`config.mk`:
```
export PLATFORM = sky130hd
export DESIGN_NAME = fetch_ctrl
export DESIGN_NICKNAME = d
export VERILOG_FILES = /design/src/rtl/mycpu_pkg.sv /design/src/rtl/fetch_ctrl.sv
export SDC_FILE = /design/constraint.sdc
export NUM_CORES = 1
export LEC_CHECK = 0
export ABC_AREA = 1
export BUFFER_PORTS_ARGS = -buffer_cell sky130_fd_sc_hd__buf_2
export CAP_MARGIN = 20
export CORE_MARGIN = 2
export CORE_UTILIZATION = 52
export DETAILED_ROUTE_END_ITERATION = 10
export MAX_ROUTING_LAYER = met4
export PLACE_DENSITY = 0.86
export SLEW_MARGIN = 0
export SYNTH_ARGS = -nofsm -noshare
export SYNTH_HDL_FRONTEND = slang
export SYNTH_SLANG_ARGS = --single-unit
```
`constraint.sdc`:
```
create_clock -name clk -period 3.6 [get_ports clk]
set_input_delay 0.54 -clock clk [delete_from_list [all_inputs] [get_ports clk]]
set_output_delay 0.54 -clock clk [all_outputs]
set_load 0.05 [all_outputs]
```
`src/rtl/mycpu_pkg.sv`:
```
// Shared types for the mycpu fetch path: PC select encoding and fetch FSM states.
package mycpu_pkg;

  localparam int unsigned AwDefault = 16;
  localparam int unsigned DwDefault = 16;

  typedef enum logic [1:0] {
    PC_NOP = 2'b00,
    PC_INC = 2'b01,
    PC_BRA = 2'b10,
    PC_JMP = 2'b11
  } ps_t;

  typedef enum logic [2:0] {
    StIdle,
    StReq,
    StWait,
    StHold,
    StUpd
  } fetch_state_t;

endpackage

```
`src/rtl/fetch_ctrl.sv`:
```
// Instruction-fetch sequencer: single-outstanding imem read, hands the word to decode and
// drives the PC select/offset/target interface. All outputs are registered.
module fetch_ctrl
  import mycpu_pkg::*;
#(
  parameter int unsigned AW = AwDefault,
  parameter int unsigned DW = DwDefault
) (
  input  logic          clk,
  input  logic          rst_n,
  input  logic          fetch_en,
  input  logic [AW-1:0] pc_in,
  output ps_t           ps_out,
  output logic [AW-1:0] ia_out,
  output logic [AW-1:0] ra_out,
  output logic          imem_req,
  output logic [AW-1:0] imem_addr,
  input  logic          imem_gnt,
  input  logic          imem_rvalid,
  input  logic [DW-1:0] imem_rdata,
  output logic          ir_valid,
  output logic [DW-1:0] ir_out,
  output logic [AW-1:0] ir_pc,
  input  logic          dec_ready,
  input  logic          br_req,
  input  logic [AW-1:0] br_offset,
  input  logic          jmp_req,
  input  logic [AW-1:0] jmp_target,
  output logic          redir_ack
);

  fetch_state_t  state_q, state_d;
  logic          drop_q, drop_d;
  ps_t           ps_q, ps_d;
  logic [AW-1:0] ia_q, ia_d, ra_q, ra_d;
  logic          req_q, req_d;
  logic [AW-1:0] addr_q, addr_d;
  logic          ir_valid_q, ir_valid_d;
  logic [DW-1:0] ir_q, ir_d;
  logic [AW-1:0] ir_pc_q, ir_pc_d;
  logic          ack_q, ack_d;
  logic          redir, accept;

  always_comb begin
    state_d    = state_q;
    drop_d     = drop_q;
    ps_d       = PC_NOP;
    ia_d       = ia_q;
    ra_d       = ra_q;
    req_d      = req_q;
    addr_d     = addr_q;
    ir_valid_d = ir_valid_q;
    ir_d       = ir_q;
    ir_pc_d    = ir_pc_q;
    ack_d      = 1'b0;
    accept     = 1'b0;
    // A requester still sees its request high during the ack cycle; don't take it twice.
    redir      = (jmp_req | br_req) & ~ack_q;

    unique case (state_q)
      StIdle: begin
        if (redir) begin
          accept  = 1'b1;
          state_d = StUpd;
        end else if (fetch_en) begin
          state_d = StReq;
        end
      end
      StReq: begin
        // First REQ cycle samples pc_in, which has settled by now after the UPD cycle.
        if (!req_q) begin
          req_d  = 1'b1;
          addr_d = pc_in;
        end else if (imem_gnt) begin
          req_d   = 1'b0;
          state_d = StWait;
          if (redir) begin
            accept = 1'b1;
            drop_d = 1'b1;
          end
        end
      end
      StWait: begin
        if (imem_rvalid) begin
          if (drop_q || redir) begin
            accept  = redir;
            drop_d  = 1'b0;
            state_d = StUpd;
          end else begin
            ir_d       = imem_rdata;
            ir_pc_d    = addr_q;
            ir_valid_d = 1'b1;
            state_d    = StHold;
          end
        end else if (redir) begin
          accept = 1'b1;
          drop_d = 1'b1;
        end
      end
      StHold: begin
        if (redir) begin
          accept     = 1'b1;
          ir_valid_d = 1'b0;
          state_d    = StUpd;
        end else if (dec_ready) begin
          ps_d       = PC_INC;
          ir_valid_d = 1'b0;
          state_d    = StUpd;
        end
      end
      StUpd: begin
        if (redir) begin
          accept = 1'b1;
        end else begin
          state_d = fetch_en ? StReq : StIdle;
        end
      end
      default: state_d = StIdle;
    endcase

    if (accept) begin
      ack_d = 1'b1;
      if (jmp_req) begin
        ps_d = PC_JMP;
        ra_d = jmp_target;
      end else begin
        ps_d = PC_BRA;
        ia_d = br_offset;
      end
    end
  end

  always_ff @(posedge clk or negedge rst_n) begin
    if (!rst_n) begin
      state_q    <= StIdle;
      drop_q     <= 1'b0;
      ps_q       <= PC_NOP;
      ia_q       <= '0;
      ra_q       <= '0;
      req_q      <= 1'b0;
      addr_q     <= '0;
      ir_valid_q <= 1'b0;
      ir_q       <= '0;
      ir_pc_q    <= '0;
      ack_q      <= 1'b0;
    end else begin
      state_q    <= state_d;
      drop_q     <= drop_d;
      ps_q       <= ps_d;
      ia_q       <= ia_d;
      ra_q       <= ra_d;
      req_q      <= req_d;
      addr_q     <= addr_d;
      ir_valid_q <= ir_valid_d;
      ir_q       <= ir_d;
      ir_pc_q    <= ir_pc_d;
      ack_q      <= ack_d;
    end
  end

  assign ps_out    = ps_q;
  assign ia_out    = ia_q;
  assign ra_out    = ra_q;
  assign imem_req  = req_q;
  assign imem_addr = addr_q;
  assign ir_valid  = ir_valid_q;
  assign ir_out    = ir_q;
  assign ir_pc     = ir_pc_q;
  assign redir_ack = ack_q;

endmodule
```
==> qor.yml, run 1 <==
outcome:
  outcome: "completed"
yosys:
  ys_seq_area_share_pct: 58.2
  yosys_register_bits: 88
  synth_top_area_cell: "dfrtp_1"
  synth.most_common_cell: "dfrtp_1"
  synth_fp_nets: 469
  synth_top_area_share_pct: 58.2
  synth_cell_type_count: 25
  synth_area_leaders: "dfrtp_1 (58%), o21ai_2 (9.0%), nand2_1 (8.4%)"
  synth-edff-count: 0
  synthesis.area_sq_um: 3790
  synth_common_cells: "dfrtp_1 (88), nand2_1 (85), inv_1 (74)"
  syn_area_per_cell_sq_um: 9.54
  synth-main-ff-cell: "dfrtp_1"
  async_reset_ff_share_pct: 100
  yosysWarnings: 0
  syn_inst: 397
sta:
  tightestPinTransition_ps: 748
  slew_headroom_pct: 50.1
  finalSetupViolCount: 0
  rsz0062_at_grt: "false"
  min_period_ps: 1950
  max_freq_mhz: 513
  fin_skew_ps: 7.31
  fin_ws_ps: 1650
  finalHoldViolCount: 0
  hold_slack_ps: 194
  slew_violations: 0
  fin_crit_sh_pct: 54.2
  tns_ps: 0
clock_network:
  cts_buffers: 9
  cts.hold.buffers_added: 0
  clk_latency_ps: 350
  root_buffer: "clkbuf_8"
  htree_levels: 3
  post_cts_buffers: 0
  cts_resized: 0
  clock_path_buffers: 2
  numClockSinks: 88
  clk_pin_slew_ps: 80
  cts_tree: "yes"
place:
  place_hpwl_um: 5700
  dpl_cell_area_sq_um: 4570
  dp.cells: 637
  io_buffers: 156
  dp_slack_ps: 1530
  routabilityCongestion: 0.974
worst_setup_path:
  worstSetupStartpointType: "flop"
  cp.required_ps: 3810
  criticalPathCategory: "flop to flop"
  end_kind: "flop"
  cp_max_fo: 33
  arrival_ps: 2160
global_routing:
  grt_antenna_before_repair: 0
  grt_max_degree: 89
  grt_pass1_wl_um: 12000
  grt_overflow: 0
  grtUsageTotal_pct: 20.2
  grt_pass1_vias: 2847
hold_path:
  min_path_type: "input port to async pin"
routing:
  via_per_inst: 4.67
  dr.pass1.iters: 6
  drc: 0
  ant_nets: 0
  vias: 3053
  drt_iter0_markers: 101
  wirelength_um: 7860
  wl_per_cell_um: 12.0
die:
  die_y_um: 89.3
  dieArea_sq_um: 7980
  ios: 157
  num_rows: 31
  core_sq_um: 7140
  start_util_pct: 53.1
  die-width_um: 89.3
finish:
  n_antenna_cell: 0
  post-route-util_pct: 68.4
  fin_area_sq_um: 4880
  drive_above_1_share_pct: 41.6
  area_growth_pct: 28.9
  nets: 622
  fill_cells: 593
  stdcell_count: 654
power_and_ir_drop:
  finalPower_mw: 5.31
  irDropWorstVdd_uv: 588
  leakagePower_nw: 2.85
  p_per_area_nw_per_um2: 1090
job:
  drv_cap: 0
[path summary, 6_finish.rpt]
path / slack (ps) / to / startpoint / depth (start not counted)
worst max-delay path: 1650 / ra_out[13]$_DFFE_PN0P_ / state_q[0]$_DFFE_PN0P_ / 6
worst min-delay path: 190 / ir_out[4]$_DFFE_PN0P_ / rst_n / 1
worst max register to register: 1650 / ra_out[13]$_DFFE_PN0P_ / state_q[0]$_DFFE_PN0P_ / 6
worst min register to register: 480 / ir_out[15]$_DFFE_PN0P_ / ir_out[15]$_DFFE_PN0P_ / 2
max in group asynchronous: 2780 / state_q[0]$_DFFE_PN0P_ / rst_n / 2
min in group clk: 420 / ia_out[8]$_DFFE_PN0P_ / br_offset[8] / 3
[power breakdown]
part,internal [mW],switching [mW],leakage (nW)
registers,1.40,0.228,1.10
clock network,0.603,0.339,0.140
logic,0.615,2.12,1.61
[state kept, by name, indices dropped and copies added, names as in the netlist]
register / cells
redir_ack: 1
ia_out: 16
ir_pc: 16
ir_valid: 1
state_q: 3
ir_out: 16
imem_addr: 16
drop_q: 1
ra_out: 16
ps_out: 1
imem_req: 1
[cell families (layout without fill, tap and decap cells)]
logic type / after synthesis / count (layout) / synth area share, %
AOI/OAI and AO/OA: 86 / 86 / 16.0
DFF: 88 / 88 / 58.2
and+or+nand+nor: 127 / 127 / 14.3
buffers and inverters: 96 / 254 / 11.5
[critical path, stage by stage (launching register included)]
cell and delay (ps):
dfrtp_1 450, inv_2 120, nand2_2 100, a21oi_4 190, nand3_2 590, nand2_1 280, o21ai_2 80
[cell type report]
class                   count  area [sq um]  share of cell area (%)
flip-flops and latches     88          2200                    45.1
multi-input cells         213          1150                    23.6
repair buffers            159           818                    16.8
inverters                  79           297                    6.08
clock inverters             7           166                    3.41
clock buffers               9           124                    2.54
well taps                  99           124                    2.54
[layout by cell type (no fill, tap or decap)]
cell / count
nor2_4: 1
nand3_1: 7
inv_6: 1
o21ai_1: 25
nand3_2: 2
o21bai_4: 1
a21oi_4: 1
buf_12: 1
clkinvlp_4: 1
clkbuf_8: 9
a21oi_1: 16
buf_4: 3
inv_1: 74
nand3b_2: 1
o21ai_2: 39
a22oi_1: 1
inv_2: 5
nand2_1: 85
buf_2: 155
nor2_1: 23
bufinv_16: 5
and2_1: 1
nand2_2: 5
o21ai_0: 2
o31ai_1: 1
dfrtp_1: 88
nor3_4: 1
nand4_1: 1
[per-layer routing]
layer  part of all wire [%]  global-route usage, %  up-vias
met3                    6.7                   4.80       17
li1                       -                      -     1523
met1                     42                   22.9     1404
met5                      0                      -        -
met4                    2.2                   9.91        0
met2                     49                   33.6      109
No activity file was read; power rests on OpenSTA's default activity.
==> run 2: changes to the inputs <==
--- a/config.mk
+++ b/config.mk
@@ -9,10 +9,10 @@
 export BUFFER_PORTS_ARGS = -buffer_cell sky130_fd_sc_hd__buf_2
 export CAP_MARGIN = 20
 export CORE_MARGIN = 2
-export CORE_UTILIZATION = 52
+export CORE_UTILIZATION = 48
 export DETAILED_ROUTE_END_ITERATION = 10
 export MAX_ROUTING_LAYER = met4
-export PLACE_DENSITY = 0.86
+export PLACE_DENSITY = 0.8
 export SLEW_MARGIN = 0
 export SYNTH_ARGS = -nofsm -noshare
 export SYNTH_HDL_FRONTEND = slang
==> constraint.sdc (replaced) <==
create_clock -name clk -period 1.96 [get_ports clk]
set_input_delay 0.294 -clock clk [delete_from_list [all_inputs] [get_ports clk]]
set_output_delay 0.294 -clock clk [all_outputs]
set_load 0.05 [all_outputs]
==> qor.yml, run 2 (synthesis results as in run 1) <==
routing:
  wl_per_cell_um: 11.7  # -2.9%
  drc: 0  # unchanged
  vias: 3002  # -1.7%
  ant_nets: 0  # unchanged
  via_per_inst: 4.54  # -2.7%
  wirelength_um: 7710  # -1.9%
  dr.pass1.iters: 4  # -2
  drt_iter0_markers: 115  # +14%
die:
  core_sq_um: 7690  # +7.7%
  dieArea_sq_um: 8610  # +8.0%
  start_util_pct: 49.3  # -3.8 points
  die-width_um: 92.8  # +3.9%
  die_y_um: 92.8  # +3.9%
  ios: 157  # unchanged
  num_rows: 32  # +3.2%
worst_setup_path:
  cp_max_fo: 32  # -3.0%
  arrival_ps: 1770  # -390 ps
  end_kind: "flop"
  cp.required_ps: 2150  # -1660 ps
  criticalPathCategory: "flop to flop"
  worstSetupStartpointType: "flop"
sta:
  slew_headroom_pct: 62.5  # +12 points
  min_period_ps: 1580  # -367 ps
  rsz0062_at_grt: "false"
  slew_violations: 0  # unchanged
  max_freq_mhz: 632  # +23%
  fin_skew_ps: 10.8  # +3.50 ps
  tightestPinTransition_ps: 561  # -187 ps
  tns_ps: 0  # unchanged
  finalSetupViolCount: 0  # unchanged
  finalHoldViolCount: 0  # unchanged
  fin_crit_sh_pct: 80.8  # +27 points
global_routing:
  grt_overflow: 0  # unchanged
  grt_pass1_vias: 2918  # +2.5%
  grt_max_degree: 43  # -52%
  grt_antenna_before_repair: 0  # unchanged
  grtUsageTotal_pct: 19.0  # -1.2 points
  grt_pass1_wl_um: 12900  # +7.0%
clock_network:
  post_cts_buffers: 0  # unchanged
  clk_latency_ps: 330  # -20 ps
  cts_buffers: 9  # unchanged
  clk_pin_slew_ps: 80  # about the same
  root_buffer: "clkbuf_8"
  cts_resized: 0  # unchanged
  cts_tree: "yes"
  clock_path_buffers: 2  # unchanged
  cts.hold.buffers_added: 1  # +1
  htree_levels: 3  # unchanged
  numClockSinks: 88  # unchanged
finish:
  drive_above_1_share_pct: 41.9  # +0.24 points
  layout_commonest_cell: "buf_2"
  n_antenna_cell: 0  # unchanged
  mostFrequentLayoutCells: "buf_2 (155), dfrtp_1 (88), nand2_1 (85), inv_1 (74), o21ai_2 (39)"
  nets: 626  # +0.64%
  fill_cells: 681  # +15%
  area_growth_pct: 28.2
  post-route-util_pct: 63.1  # -5.3 points
power_and_ir_drop:
  p_per_area_nw_per_um2: 1930  # +77%
  leakagePower_nw: 2.84  # -0.35%
  irDropWorstVdd_uv: 994  # +69%
place:
  routabilityCongestion: 0.814  # -17%
  place_hpwl_um: 5830  # +2.3%
  io_buffers: 156  # unchanged
hold_path:
  min_path_type: "input port to flop"
outcome:
  outcome: "completed"
job:
  drv_cap: 0  # unchanged
-- run 2: final cells by class --
class                   count  area (sq um)  share of cell area [%]
clock buffers              13           179                    3.69
clock inverters             3          46.3                   0.954
inverters                  79           297                    6.11
multi-input cells         213          1150                    23.7
flip-flops and latches     88          2200                    45.4
well taps                 102           128                    2.63
repair buffers            163           851                    17.5
-- run 2: critical path, cell delays in order (launching register included) --
cell,delay (ps)
dfrtp_1,460
inv_2,100
nor2_4,120
nand2_2,80
inv_2,60
nand2_2,310
nor2_1,250
a21oi_1,70
-- run 2: path summary, 6_finish.rpt --
check | from | end | slack (ps) | cells after the start
setup / recovery | state_q[0]$_DFFE_PN0P_ | imem_addr[6]$_DFFE_PN0P_ | 380 | 7
hold reg to reg | ra_out[15]$_DFFE_PN0P_ | ra_out[15]$_DFFE_PN0P_ | 480 | 2
min in group asynchronous | rst_n | ir_out[3]$_DFFE_PN0P_ | 470 | 2
hold / removal | br_offset[8] | ia_out[8]$_DFFE_PN0P_ | 180 | 3
setup reg to reg | state_q[0]$_DFFE_PN0P_ | imem_addr[6]$_DFFE_PN0P_ | 380 | 7
max in group asynchronous | rst_n | ra_out[1]$_DFFE_PN0P_ | 900 | 3
-- run 2: per-layer routing --
| layer | global-route usage [%] | up-vias | part of all wire, % |
|---|---|---|---|
| li1 | - | 1522 | - |
| met1 | 24.5 | 1364 | 44 |
| met2 | 30.7 | 112 | 49 |
| met3 | 4.56 | 4 | 7.0 |
| met4 | 4.90 | 0 | 0.40 |
| met5 | - | - | 0 |
-- run 2: through the flow --
| step | cells | setup WS [ps] | area, sq um | hold WS, ps | power (mW) |
|---|---|---|---|---|---|
| after floorplan | 397 | 352 | 3790 | -1.59 | 6.95 |
| after global placement | 644 | 445 | 4620 | 275 | 7.96 |
| after detailed placement | 644 | 391 | 4620 | 282 | 8.09 |
| after CTS | 661 | 383 | 4850 | 160 | 9.46 |
| after global routing | 661 | 227 | 4850 | 153 | 9.93 |
| final | 661 | 377 | 4850 | 181 | 9.35 |
-- run 2: power breakdown --
group,internal (mW),switching [mW]
logic,1.15,3.88
clock network,0.734,0.602
registers,2.57,0.422
